--- src/rtl/easyaxi_rd_mst.sv ---
// AXI4 read master: issues REQ_NUM fixed-length INCR bursts one at a time,
// XOR-accumulates the returned data and keeps a sticky protocol/response error flag.
module easyaxi_rd_mst #(
    parameter int                    ADDR_WIDTH = 32,
    parameter int                    DATA_WIDTH = 32,
    parameter int                    ID_WIDTH   = 4,
    parameter int                    BURST_LEN  = 3,
    parameter int                    REQ_NUM    = 4,
    parameter logic [ADDR_WIDTH-1:0] BASE_ADDR  = ADDR_WIDTH'(32'h0000_1000)
) (
    input  logic                  clk,
    input  logic                  rst_n,
    input  logic                  enable,
    output logic                  axi_mst_arvalid,
    input  logic                  axi_mst_arready,
    output logic [ADDR_WIDTH-1:0] axi_mst_araddr,
    output logic [ID_WIDTH-1:0]   axi_mst_arid,
    output logic [7:0]            axi_mst_arlen,
    output logic [2:0]            axi_mst_arsize,
    output logic [1:0]            axi_mst_arburst,
    input  logic                  axi_mst_rvalid,
    output logic                  axi_mst_rready,
    input  logic [DATA_WIDTH-1:0] axi_mst_rdata,
    input  logic [1:0]            axi_mst_rresp,
    input  logic                  axi_mst_rlast,
    input  logic [ID_WIDTH-1:0]   axi_mst_rid,
    output logic                  done,
    output logic                  err,
    output logic [DATA_WIDTH-1:0] rd_sum
);
    localparam int               CNT_W       = ID_WIDTH + 1;
    localparam int               BURST_BYTES = (BURST_LEN + 1) * (DATA_WIDTH / 8);
    localparam logic [2:0]       AR_SIZE     = (DATA_WIDTH == 64) ? 3'd3 : 3'd2;
    localparam logic [7:0]       LAST_BEAT   = 8'(BURST_LEN);
    localparam logic [CNT_W-1:0] LAST_REQ    = CNT_W'(REQ_NUM - 1);

    typedef enum logic [1:0] {IDLE, AR, R, DONE} state_t;

    state_t                r_state;
    state_t                w_state_nxt;
    logic [CNT_W-1:0]      r_req_cnt;
    logic [7:0]            r_beat_cnt;
    logic                  r_err;
    logic [DATA_WIDTH-1:0] r_rd_sum;
    logic                  w_ar_hs;
    logic                  w_beat;
    logic                  w_last_beat;
    logic                  w_burst_end;
    logic                  w_beat_err;

    assign w_ar_hs     = (r_state == AR) && axi_mst_arready;
    assign w_beat      = (r_state == R) && axi_mst_rvalid;
    assign w_last_beat = (r_beat_cnt == LAST_BEAT);
    // The burst length is fixed, so rlast must match the beat counter exactly.
    assign w_burst_end = w_beat && w_last_beat;
    assign w_beat_err  = (axi_mst_rresp != 2'b00)
                      || (axi_mst_rid != r_req_cnt[ID_WIDTH-1:0])
                      || (axi_mst_rlast != w_last_beat);

    // AR fields derive from registered state only, so they stay stable while stalled.
    assign axi_mst_arvalid = (r_state == AR);
    assign axi_mst_rready  = (r_state == R);
    assign done            = (r_state == DONE);
    assign axi_mst_araddr  = BASE_ADDR + ADDR_WIDTH'(r_req_cnt) * ADDR_WIDTH'(BURST_BYTES);
    assign axi_mst_arid    = r_req_cnt[ID_WIDTH-1:0];
    assign axi_mst_arlen   = LAST_BEAT;
    assign axi_mst_arsize  = AR_SIZE;
    assign axi_mst_arburst = 2'b01;
    assign err             = r_err;
    assign rd_sum          = r_rd_sum;

    // NOTE: sequential state uses non-blocking assignments so every flop samples pre-edge values.
    always_ff @(posedge clk or negedge rst_n) begin
        if (!rst_n) begin
            r_state <= IDLE;
        end else begin
            r_state <= w_state_nxt;
        end
    end

    always_comb begin
        // NOTE: default first so every path assigns the next state and no latch is inferred.
        w_state_nxt = r_state;
        case (r_state)
            IDLE: if (enable) w_state_nxt = AR;
            AR:   if (axi_mst_arready) w_state_nxt = R;
            R: begin
                if (w_burst_end) begin
                    if (r_req_cnt == LAST_REQ) w_state_nxt = DONE;
                    else if (enable)           w_state_nxt = AR;
                    else                       w_state_nxt = IDLE;
                end
            end
            DONE:    w_state_nxt = DONE;
            default: w_state_nxt = IDLE;
        endcase
    end

    always_ff @(posedge clk or negedge rst_n) begin
        if (!rst_n) begin
            r_req_cnt  <= '0;
            r_beat_cnt <= '0;
            r_err      <= 1'b0;
            r_rd_sum   <= '0;
        end else begin
            if (w_ar_hs) begin
                r_beat_cnt <= '0;
            end else if (w_beat) begin
                r_beat_cnt <= r_beat_cnt + 8'd1;
            end
            if (w_burst_end) begin
                r_req_cnt <= r_req_cnt + CNT_W'(1);
            end
            if (w_beat) begin
                r_rd_sum <= r_rd_sum ^ axi_mst_rdata;
                if (w_beat_err) r_err <= 1'b1;
            end
        end
    end

endmodule

--- config.mk ---
export PLATFORM = sky130hd
export DESIGN_NAME = easyaxi_rd_mst
export DESIGN_NICKNAME = d
export VERILOG_FILES = /design/src/rtl/easyaxi_rd_mst.sv
export SDC_FILE = /design/constraint.sdc
export NUM_CORES = 1
export LEC_CHECK = 0
export ABC_AREA = 1
export CAP_MARGIN = 20
export CORE_MARGIN = 2
export CORE_UTILIZATION = 52
export CTS_BUF_LIST = sky130_fd_sc_hd__clkbuf_8
export DETAILED_ROUTE_END_ITERATION = 8
export DONT_BUFFER_PORTS = 1
export GPL_ROUTABILITY_DRIVEN = 0
export PLACE_DENSITY = 0.67
export SLEW_MARGIN = 25
export SYNTH_ARGS = -nofsm -noshare
export SYNTH_HDL_FRONTEND = slang
export SYNTH_SLANG_ARGS = --single-unit
--- constraint.sdc ---
create_clock -name clk -period 4.1 [get_ports clk]
set_input_delay 0.41 -clock clk [delete_from_list [all_inputs] [get_ports clk]]
set_output_delay 0.41 -clock clk [all_outputs]
set_load 0.02 [all_outputs]
Word level (Yosys, flattened, before mapping):

Cells that the tools add are included.

* flip-flop bits (word level): 48
* output and inout bits: 85
* word-level logic and storage cells: 37

* reduce and logical (&&, ||, !) cells: 10
* muxes and demuxes: 8
* add/sub/neg operators: 3
* equal/unequal tests: 10
* bitwise gates (word level): 1

Operator list (number)
* 32-bit XOR: 1
* 8-bit two-way mux: 2
* 13-bit by 9-bit adder with 14-bit output, first input constant: 1
* 8-bit by 1-bit adder with 8-bit output, second input constant: 1
* 8-bit by 2-bit equality test with 1-bit output, second input constant: 1
* 2-bit two-way mux: 4
* 2-bit one-hot mux with 4 select lines: 1
* 5-bit by 1-bit adder with 5-bit output, second input constant: 1
* 5-bit by 2-bit equality test with 1-bit output, second input constant: 1
* 2-bit equality test, second input constant: 2
* 2-bit by 1-bit inequality test with 1-bit output, second input constant: 2
* 4-bit inequality test: 1
* 2-bit nonzero test: 2
* 1-bit logical AND: 3
* 3-bit AND reduction: 1
* 2-bit by 1-bit equality test with 1-bit output, second input constant: 1
* 2-bit logical NOT: 1
* 1-bit logical OR: 2
* 2-bit inequality test, second input constant: 1
* 2-bit AND reduction: 1
* 1-bit two-way mux: 1
* 1-bit inequality test: 1

Logic depth before layout (Yosys ltp):

Gate-level depths: netlist of run 1.

* word-level depth: 5
* depth in mapped cells: 8

Worst setup path before layout of run 1:

OpenSTA, ideal clock, no wires.

* kind: reg2reg
* start point: register r_state[0]
* end point: register r_beat_cnt[0]
* setup time: 127 ps
* path slack: 2678 ps
* cell stages (with the launch flop): 6
* data required time: 3973 ps
* data arrival time: 1295 ps
* cell sequence: dfrtp_1 inv_1 nor2_1 nand2_1 nand3_1 o21ai_0

* word-level cells in the longest chain between the ends: 3
* elaborated cells on any way between the ends: 6

RTL lines
* start, declared: RTL line 39 `state_t r_state;`
* start signal, assigned: RTL line 77 `r_state <= w_state_nxt;`
* 2-bit by 1-bit equality test with 1-bit output (*)
* named net axi_mst_arvalid: RTL line 14 `output logic axi_mst_arvalid,`
* 1-bit logical AND (*): RTL line 51 `assign w_ar_hs = (r_state == AR) && axi_mst_arready;`
* 8-bit two-way mux / 2-bit nonzero test (equally long branches)
* end signal, assigned: RTL line 109 `r_beat_cnt <= r_beat_cnt + 8'd1;`
* end, declared: RTL line 42 `logic [7:0] r_beat_cnt;`

The timed path passes the listed nets; every way through them passes the cells marked *.
A chain may end at the register's enable or synchronous reset.

Worst setup path in the final report of run 1:

Same ends and word-level chain as after synthesis.

==> run_summary.xml, run 1 <==
<?xml version="1.0" encoding="UTF-8"?>
<metrics>
  <group name="timing">
    <metric name="worst_slew_pin_slew" unit="ns">0.5487</metric>
    <metric name="totalNegativeSetupSlack" unit="ns">0</metric>
    <metric name="final_min_period_over_clock_period" unit="%">41.19</metric>
    <metric name="worst_case_clock_skew" unit="ns">0.005743</metric>
    <metric name="hold_viol_final" unit="">0</metric>
    <metric name="finalHoldWorstSlack" unit="ns">0.2543</metric>
    <metric name="fin_crit" unit="ns">1.689</metric>
    <metric name="grt_setup_unrepaired" unit="">no</metric>
    <metric name="slew-limit-headroom" unit="%">63.28</metric>
    <metric name="final_setup_vio_count" unit="">0</metric>
    <metric name="fmax" unit="GHz">0.5922</metric>
    <metric name="report.final.slew_viol_count" unit="">0</metric>
  </group>
  <group name="outcome">
    <metric name="status" unit="">complete, no violations</metric>
  </group>
  <group name="route">
    <metric name="routed_via_density" unit="">4.564</metric>
    <metric name="routed-via-count" unit="">1561</metric>
    <metric name="drt_drc" unit="">0</metric>
    <metric name="detail_route.iter0.violations" unit="">99</metric>
    <metric name="drt_first_pass_iters" unit="">4</metric>
    <metric name="postRouteAntennaNets" unit="">0</metric>
    <metric name="routed_wirelength" unit="microns">3914</metric>
    <metric name="wl_per_cell" unit="microns">11.44</metric>
  </group>
  <group name="placed_design">
    <metric name="post-place-cells" unit="">332</metric>
    <metric name="dpl.hpwl" unit="microns">2924</metric>
    <metric name="port_buffers" unit="">0</metric>
  </group>
  <group name="layout">
    <metric name="leading_cell_types_in_the_layout_fill_and_taps_excluded" unit="">58 x sky130_fd_sc_hd__nand2_1, 48 x sky130_fd_sc_hd__dfrtp_1, 40 x sky130_fd_sc_hd__conb_1</metric>
    <metric name="n_fill_cell" unit="">441</metric>
    <metric name="nNetsFinal" unit="">320</metric>
    <metric name="final_cell_count_no_fill" unit="">342</metric>
    <metric name="flow.area_growth_from_synthesis" unit="%">-0.5400</metric>
    <metric name="layout_commonest_cell" unit="">sky130_fd_sc_hd__nand2_1</metric>
    <metric name="post_route_cells_drive_above_1_share" unit="%">8.727</metric>
    <metric name="diodes" unit="">0</metric>
  </group>
  <group name="worst_setup_path">
    <metric name="worstSetupEndpointType" unit="">flop</metric>
    <metric name="category_of_the_most_critical_setup_path" unit="">flop to flop</metric>
    <metric name="worstPathMaxFanout" unit="">9</metric>
    <metric name="worst-endpoint-required" unit="ns">4.28</metric>
    <metric name="worstPathArrival" unit="ns">1.86</metric>
    <metric name="worst-r2r-cell-count" unit="">5</metric>
    <metric name="cp-start-kind" unit="">flop</metric>
  </group>
  <group name="clock_network">
    <metric name="clk_transition_reported_paths" unit="ns">0.08</metric>
    <metric name="clock-root-buffer" unit="">sky130_fd_sc_hd__clkbuf_8</metric>
    <metric name="htree_levels" unit="">2</metric>
    <metric name="clk_path_buf_depth" unit="">2</metric>
    <metric name="clock_tree_from_tritoncts" unit="">built</metric>
    <metric name="postCtsSetupRepairBufs" unit="">0</metric>
    <metric name="numCtsBuffers" unit="">5</metric>
    <metric name="clk_latency" unit="ns">0.29</metric>
    <metric name="cts.sink_count" unit="">48</metric>
  </group>
  <group name="floorplanning">
    <metric name="rows" unit="">25</metric>
    <metric name="fp.dieArea" unit="sq um">5477</metric>
    <metric name="die_x" unit="microns">74.01</metric>
    <metric name="floorplan.die.height" unit="microns">74.01</metric>
    <metric name="design.portCount" unit="">129</metric>
    <metric name="floorplan.core_area" unit="sq um">4723</metric>
    <metric name="starting_density_of_the_core" unit="%">53.96</metric>
  </group>
  <group name="yosys">
    <metric name="synth_top_family_by_area" unit="">buffers and inverters</metric>
    <metric name="synthCells" unit="">274</metric>
    <metric name="area_fraction_in_compound_gates_after_synthesis" unit="%">3.535</metric>
    <metric name="netlist_top_cells_area" unit="">sky130_fd_sc_hd__dfrtp_1 47%, sky130_fd_sc_hd__buf_4 13%, sky130_fd_sc_hd__xnor2_1 11%</metric>
    <metric name="yosysTopAreaCellShare" unit="%">47.13</metric>
    <metric name="yosys.area_share.xor_xnor" unit="%">12.37</metric>
    <metric name="synthesis.yosys.warnings" unit="">0</metric>
    <metric name="postSynthAreaPerCell" unit="sq um">9.302</metric>
    <metric name="yosysUniqueCellTypes" unit="">25</metric>
    <metric name="synthSimpleGateAreaFrac" unit="%">17.67</metric>
    <metric name="synth-adder-area-share" unit="%">0.9818</metric>
    <metric name="synth.area.mux_share" unit="%">0</metric>
    <metric name="netlist.top_cell.by_area" unit="">sky130_fd_sc_hd__dfrtp_1</metric>
    <metric name="area_of_the_mapped_netlist" unit="sq um">2549</metric>
    <metric name="synth.yosys.seq_area_share" unit="%">47.13</metric>
    <metric name="ys_seq_elements" unit="">48</metric>
  </group>
  <group name="grt">
    <metric name="grt_overflow_total" unit="">0</metric>
    <metric name="gr-usage-all-layers" unit="%">15.69</metric>
    <metric name="grt_max_degree" unit="">49</metric>
    <metric name="grt_antenna_before_repair" unit="">0</metric>
    <metric name="vias_in_the_first_global_route" unit="">1507</metric>
    <metric name="first_pass_grt_wire_length" unit="microns">6548</metric>
  </group>
  <group name="worst_hold_path">
    <metric name="whs_path_depth" unit="">2</metric>
    <metric name="min-delay-path-class" unit="">input port to flop</metric>
  </group>
  <group name="power_and_ir_drop">
    <metric name="worst_ir_drop_vdd" unit="mV">0.3413</metric>
    <metric name="power_density" unit="nW/um^2">719.5</metric>
    <metric name="total_leakage_power" unit="nW">1.204</metric>
  </group>
  <group name="flow_run">
    <metric name="cap_viol_max_count" unit="">0</metric>
  </group>
</metrics>
## cell usage after synthesis, drive strengths merged
cell    number
buf         47
dfrtp       48
o21a         1
nand2       69
nor3         2
nor2        15
conb         2
o31ai        1
nand3b       2
xnor2       32
a21oi        5
nand3        9
nand4        2
o21ai       10
ha           2
inv         23
xor2         4
## logic make-up after synthesis
| kind of cell | after synthesis |
|---|---|
| AOI/OAI and AO/OA | 17 |
| xor gates and xnor gates | 36 |
| adders and majority gates | 2 |
| buffers and inverters | 70 |
| DFF | 48 |
| other | 2 |
| and+or+nand+nor | 99 |
## cell type report
type	count	area [sq um]	share of cell area, %
Tap cell	67	83.83	3.307
Clock inverter	2	7.507	0.2962
Clock buffer	6	82.58	3.258
Multi-Input combinational cell	194	1031	40.67
Timing Repair Buffer	2	37.54	1.481
Inverter	23	91.34	3.603
Sequential cell	48	1201	47.38
## path summary, 6_finish.rpt
check / from / to / slack [ns]
hold reg to reg: r_beat_cnt[7]$_DFFE_PN0P_ / r_beat_cnt[7]$_DFFE_PN0P_ / 0.54
max in group asynchronous: rst_n / rd_sum[22]$_DFFE_PN0P_ / 3.25
hold / removal: axi_mst_rdata[15] / rd_sum[15]$_DFFE_PN0P_ / 0.25
setup / recovery: r_state[0]$_DFFE_PN0P_ / r_beat_cnt[0]$_DFFE_PN0P_ / 2.41
min in group asynchronous: rst_n / r_req_cnt[2]$_DFFE_PN0P_ / 0.62
setup reg to reg: r_state[0]$_DFFE_PN0P_ / r_beat_cnt[0]$_DFFE_PN0P_ / 2.41
## sequential cells by signal (all words and copies together) (netlist names)
name,flops
r_state,2
r_req_cnt,5
err,1
rd_sum,32
r_beat_cnt,8
## metal layers
layer	GRT usage (%)	wire (microns)
met3	6.098	360
met4	5.455	53
met5	0	0
met2	25.30	1873
met1	19.35	1627
## through the flow
| stage | utilization (%) | total power [mW] | cell area, sq um | setup WS [ns] |
|---|---|---|---|---|
| floorplan | - | 1.517 | 2691 | 2.678 |
| global placement | 50.97 | 1.538 | 2407 | 2.513 |
| detailed placement | 50.97 | 1.557 | 2407 | 2.409 |
| CTS | 53.67 | 1.850 | 2535 | 2.388 |
| global route | 53.67 | 1.957 | 2535 | 2.244 |
| finish | 53.67 | 1.824 | 2535 | 2.411 |
## worst max-delay path, stage by stage (launching register included)
cell and delay [ns]:
sky130_fd_sc_hd__dfrtp_1 0.45, sky130_fd_sc_hd__inv_1 0.09, sky130_fd_sc_hd__nor2_1 0.44, sky130_fd_sc_hd__nand2_1 0.34
sky130_fd_sc_hd__nand3_1 0.17, sky130_fd_sc_hd__o21ai_0 0.09
## power by group
| part | internal [mW] | total (mW) | switching [mW] |
|---|---|---|---|
| Sequential | 0.671 | 1.09 | 0.422 |
| Combinational | 0.199 | 0.455 | 0.256 |
| Clock | 0.133 | 0.275 | 0.142 |
| Total | 1.00 | 1.82 | 0.821 |
## timing repair
item	CTS	global route
gates resized for setup	0	0
hold buffers	2	0
endpoints found under the hold margin	48	0
endpoints found under the setup margin	0	0
Note: power is estimated with default switching activity, not from simulation.
==> run 2: changes to the inputs <==
Settings changed: PLACE_DENSITY 0.67 to 0.7.
Clock period 4.1 ns to 1.52 ns, I/O delays scaled along.
==> run_summary.xml, run 2 (synthesis gave the netlist of run 1 again) <==
<?xml version="1.0" encoding="UTF-8"?>
<metrics>
  <group name="power_and_ir_drop">
    <metric name="power_density" unit="nW/um^2">1786</metric>
    <metric name="total_leakage_power" unit="nW">1.345</metric>
    <metric name="worst_ir_drop_vdd" unit="mV">1.077</metric>
    <metric name="total_power" unit="mW">5.172</metric>
  </group>
  <group name="worst_setup_path">
    <metric name="ordered_list_of_cells_on_the_worst_path" unit="">nor2_4, nand2_4, inv_6, nand2_1, o21ai_0, a21oi_1</metric>
    <metric name="worstPathArrival" unit="ns">1.61</metric>
    <metric name="category_of_the_most_critical_setup_path" unit="">flop to flop</metric>
    <metric name="worstSetupEndpointType" unit="">flop</metric>
    <metric name="cp.buffers_inverters" unit="">1</metric>
    <metric name="worst_path_max_delay_cell" unit="">sky130_fd_sc_hd__dfrtp_1</metric>
    <metric name="worst_path_largest_cell_delay" unit="ns">0.45</metric>
    <metric name="critical_path.top_delay_family" unit="">flip-flops</metric>
    <metric name="worst-endpoint-required" unit="ns">1.70</metric>
    <metric name="cp-start-kind" unit="">flop</metric>
    <metric name="worstPathMaxFanout" unit="">36</metric>
  </group>
  <group name="flow_run">
    <metric name="cap_viol_max_count" unit="">0</metric>
  </group>
  <group name="layout">
    <metric name="final_cell_count_no_fill" unit="">378</metric>
    <metric name="flow.area_growth_from_synthesis" unit="%">13.60</metric>
    <metric name="final_core_utilization" unit="%">61.30</metric>
    <metric name="layout_commonest_cell" unit="">sky130_fd_sc_hd__nand2_1</metric>
    <metric name="diodes" unit="">0</metric>
    <metric name="largest_register_ffs" unit="">32</metric>
    <metric name="nNetsFinal" unit="">356</metric>
    <metric name="post_route_cells_drive_above_1_share" unit="%">11.25</metric>
    <metric name="finish.instance_area" unit="sq um">2895</metric>
    <metric name="leading_cell_types_in_the_layout_fill_and_taps_excluded" unit="">57 x sky130_fd_sc_hd__nand2_1, 48 x sky130_fd_sc_hd__dfrtp_1, 40 x sky130_fd_sc_hd__conb_1</metric>
  </group>
  <group name="floorplanning">
    <metric name="starting_density_of_the_core" unit="%">53.96</metric>
    <metric name="die_x" unit="microns">74.01</metric>
    <metric name="floorplan.die.height" unit="microns">74.01</metric>
    <metric name="rows" unit="">25</metric>
    <metric name="fp.dieArea" unit="sq um">5477</metric>
    <metric name="floorplan.core_area" unit="sq um">4723</metric>
    <metric name="design.portCount" unit="">129</metric>
  </group>
  <group name="outcome">
    <metric name="status" unit="">complete, no violations</metric>
  </group>
  <group name="timing">
    <metric name="totalNegativeSetupSlack" unit="ns">0</metric>
    <metric name="grt_setup_unrepaired" unit="">no</metric>
    <metric name="worst_case_clock_skew" unit="ns">0.006365</metric>
    <metric name="final_setup_vio_count" unit="">0</metric>
    <metric name="finalHoldWorstSlack" unit="ns">0.01480</metric>
    <metric name="final.setup.worst_slack" unit="ns">0.09516</metric>
    <metric name="final_min_period_over_clock_period" unit="%">93.74</metric>
    <metric name="fin_crit" unit="ns">1.425</metric>
    <metric name="fmax" unit="GHz">0.7018</metric>
    <metric name="report.final.slew_viol_count" unit="">0</metric>
    <metric name="hold_viol_final" unit="">0</metric>
  </group>
  <group name="route">
    <metric name="routed_wirelength" unit="microns">4667</metric>
    <metric name="routed_via_density" unit="">4.413</metric>
    <metric name="detail_route.iter0.violations" unit="">74</metric>
    <metric name="drt_first_pass_iters" unit="">4</metric>
    <metric name="routed-via-count" unit="">1668</metric>
    <metric name="wl_per_cell" unit="microns">12.35</metric>
    <metric name="postRouteAntennaNets" unit="">0</metric>
    <metric name="drt_drc" unit="">0</metric>
  </group>
  <group name="placed_design">
    <metric name="dpl.hpwl" unit="microns">3046</metric>
    <metric name="post-place-cells" unit="">338</metric>
    <metric name="port_buffers" unit="">0</metric>
    <metric name="detailedPlace.worstSlack" unit="ns">0.09886</metric>
    <metric name="placed_area" unit="sq um">2452</metric>
  </group>
  <group name="grt">
    <metric name="grt_overflow_total" unit="">0</metric>
    <metric name="grt_max_degree" unit="">49</metric>
    <metric name="vias_in_the_first_global_route" unit="">1603</metric>
    <metric name="grt-busiest-layer" unit="">met2</metric>
    <metric name="met1_usage" unit="%">22.33</metric>
    <metric name="gr-usage-all-layers" unit="%">17.56</metric>
    <metric name="groute.layer.met2.usage" unit="%">27.98</metric>
    <metric name="grt_antenna_before_repair" unit="">0</metric>
    <metric name="first_pass_grt_wire_length" unit="microns">7369</metric>
    <metric name="grtUsageMet3" unit="%">6.640</metric>
  </group>
  <group name="clock_network">
    <metric name="postCtsSetupRepairBufs" unit="">0</metric>
    <metric name="numCtsBuffers" unit="">5</metric>
    <metric name="htree_levels" unit="">2</metric>
    <metric name="clock_tree_from_tritoncts" unit="">built</metric>
    <metric name="cts.sink_count" unit="">48</metric>
    <metric name="clk_latency" unit="ns">0.30</metric>
    <metric name="clk_path_buf_depth" unit="">2</metric>
    <metric name="clk_transition_reported_paths" unit="ns">0.09</metric>
    <metric name="clock-root-buffer" unit="">sky130_fd_sc_hd__clkbuf_8</metric>
  </group>
  <group name="worst_hold_path">
    <metric name="min-delay-path-class" unit="">input port to flop</metric>
  </group>
</metrics>
run 2: cell types whose count changed in the layout (fill, tap and decap cells not counted), moves of 2 or more:
cell                            previous run  this run
sky130_fd_sc_hd__inv_1                    23        21
sky130_fd_sc_hd__clkinvlp_4                0         2
sky130_fd_sc_hd__buf_4                     0         6
sky130_fd_sc_hd__dlygate4sd3_1             1        31
run 2: final timing paths:
kind	from	end	slack, ns	cells past startpoint
worst min register to register	r_beat_cnt[0]$_DFFE_PN0P_	r_beat_cnt[0]$_DFFE_PN0P_	0.53	1
worst min-delay path	axi_mst_rdata[21]	rd_sum[21]$_DFFE_PN0P_	0.01	2
worst max-delay path	r_state[0]$_DFFE_PN0P_	r_beat_cnt[2]$_DFFE_PN0P_	0.1	6
min in group asynchronous	rst_n	rd_sum[6]$_DFFE_PN0P_	0.36	2
worst max register to register	r_state[0]$_DFFE_PN0P_	r_beat_cnt[2]$_DFFE_PN0P_	0.1	6
max in group asynchronous	rst_n	rd_sum[22]$_DFFE_PN0P_	0.94	2
run 2: metal layers:
metal / wire length (microns) / vias up / share of wire, %
met5: 0 / - / 0
met4: 60 / 0 / 1.3
met3: 441 / 7 / 9.4
met2: 2302 / 77 / 49
met1: 1863 / 757 / 40
li1: - / 827 / -
run 2: what timing repair did:
item	in CTS	in global routing
gates resized for setup	0	4
setup endpoints to repair	0	5
hold buffers	32	0
endpoints found under the hold margin	78	0
run 2: final cells by class:
| type | instances | area, sq um |
|---|---|---|
| Multi-Input combinational cell | 194 | 1039 |
| Timing Repair Buffer | 38 | 382.9 |
| Clock buffer | 6 | 82.58 |
| Fill cell | 394 | 1828 |
| Tap cell | 67 | 83.83 |
| Clock inverter | 2 | 15.01 |
| Inverter | 23 | 91.34 |
| Sequential cell | 48 | 1201 |
run 2: where the power goes:
| group | internal (mW) | switching [mW] |
|---|---|---|
| sequential | 1.81 | 1.07 |
| clock | 0.368 | 0.423 |
| combinational | 0.662 | 0.834 |
run 2: worst register-to-register path: cells and delay by family (launching register included):
kind	cells	cell delay [ns]
AO/OA/AOI/OAI	2	0.23
buffers and inverters	1	0.25
flip-flops	1	0.45
AND/OR/NAND/NOR	3	0.39
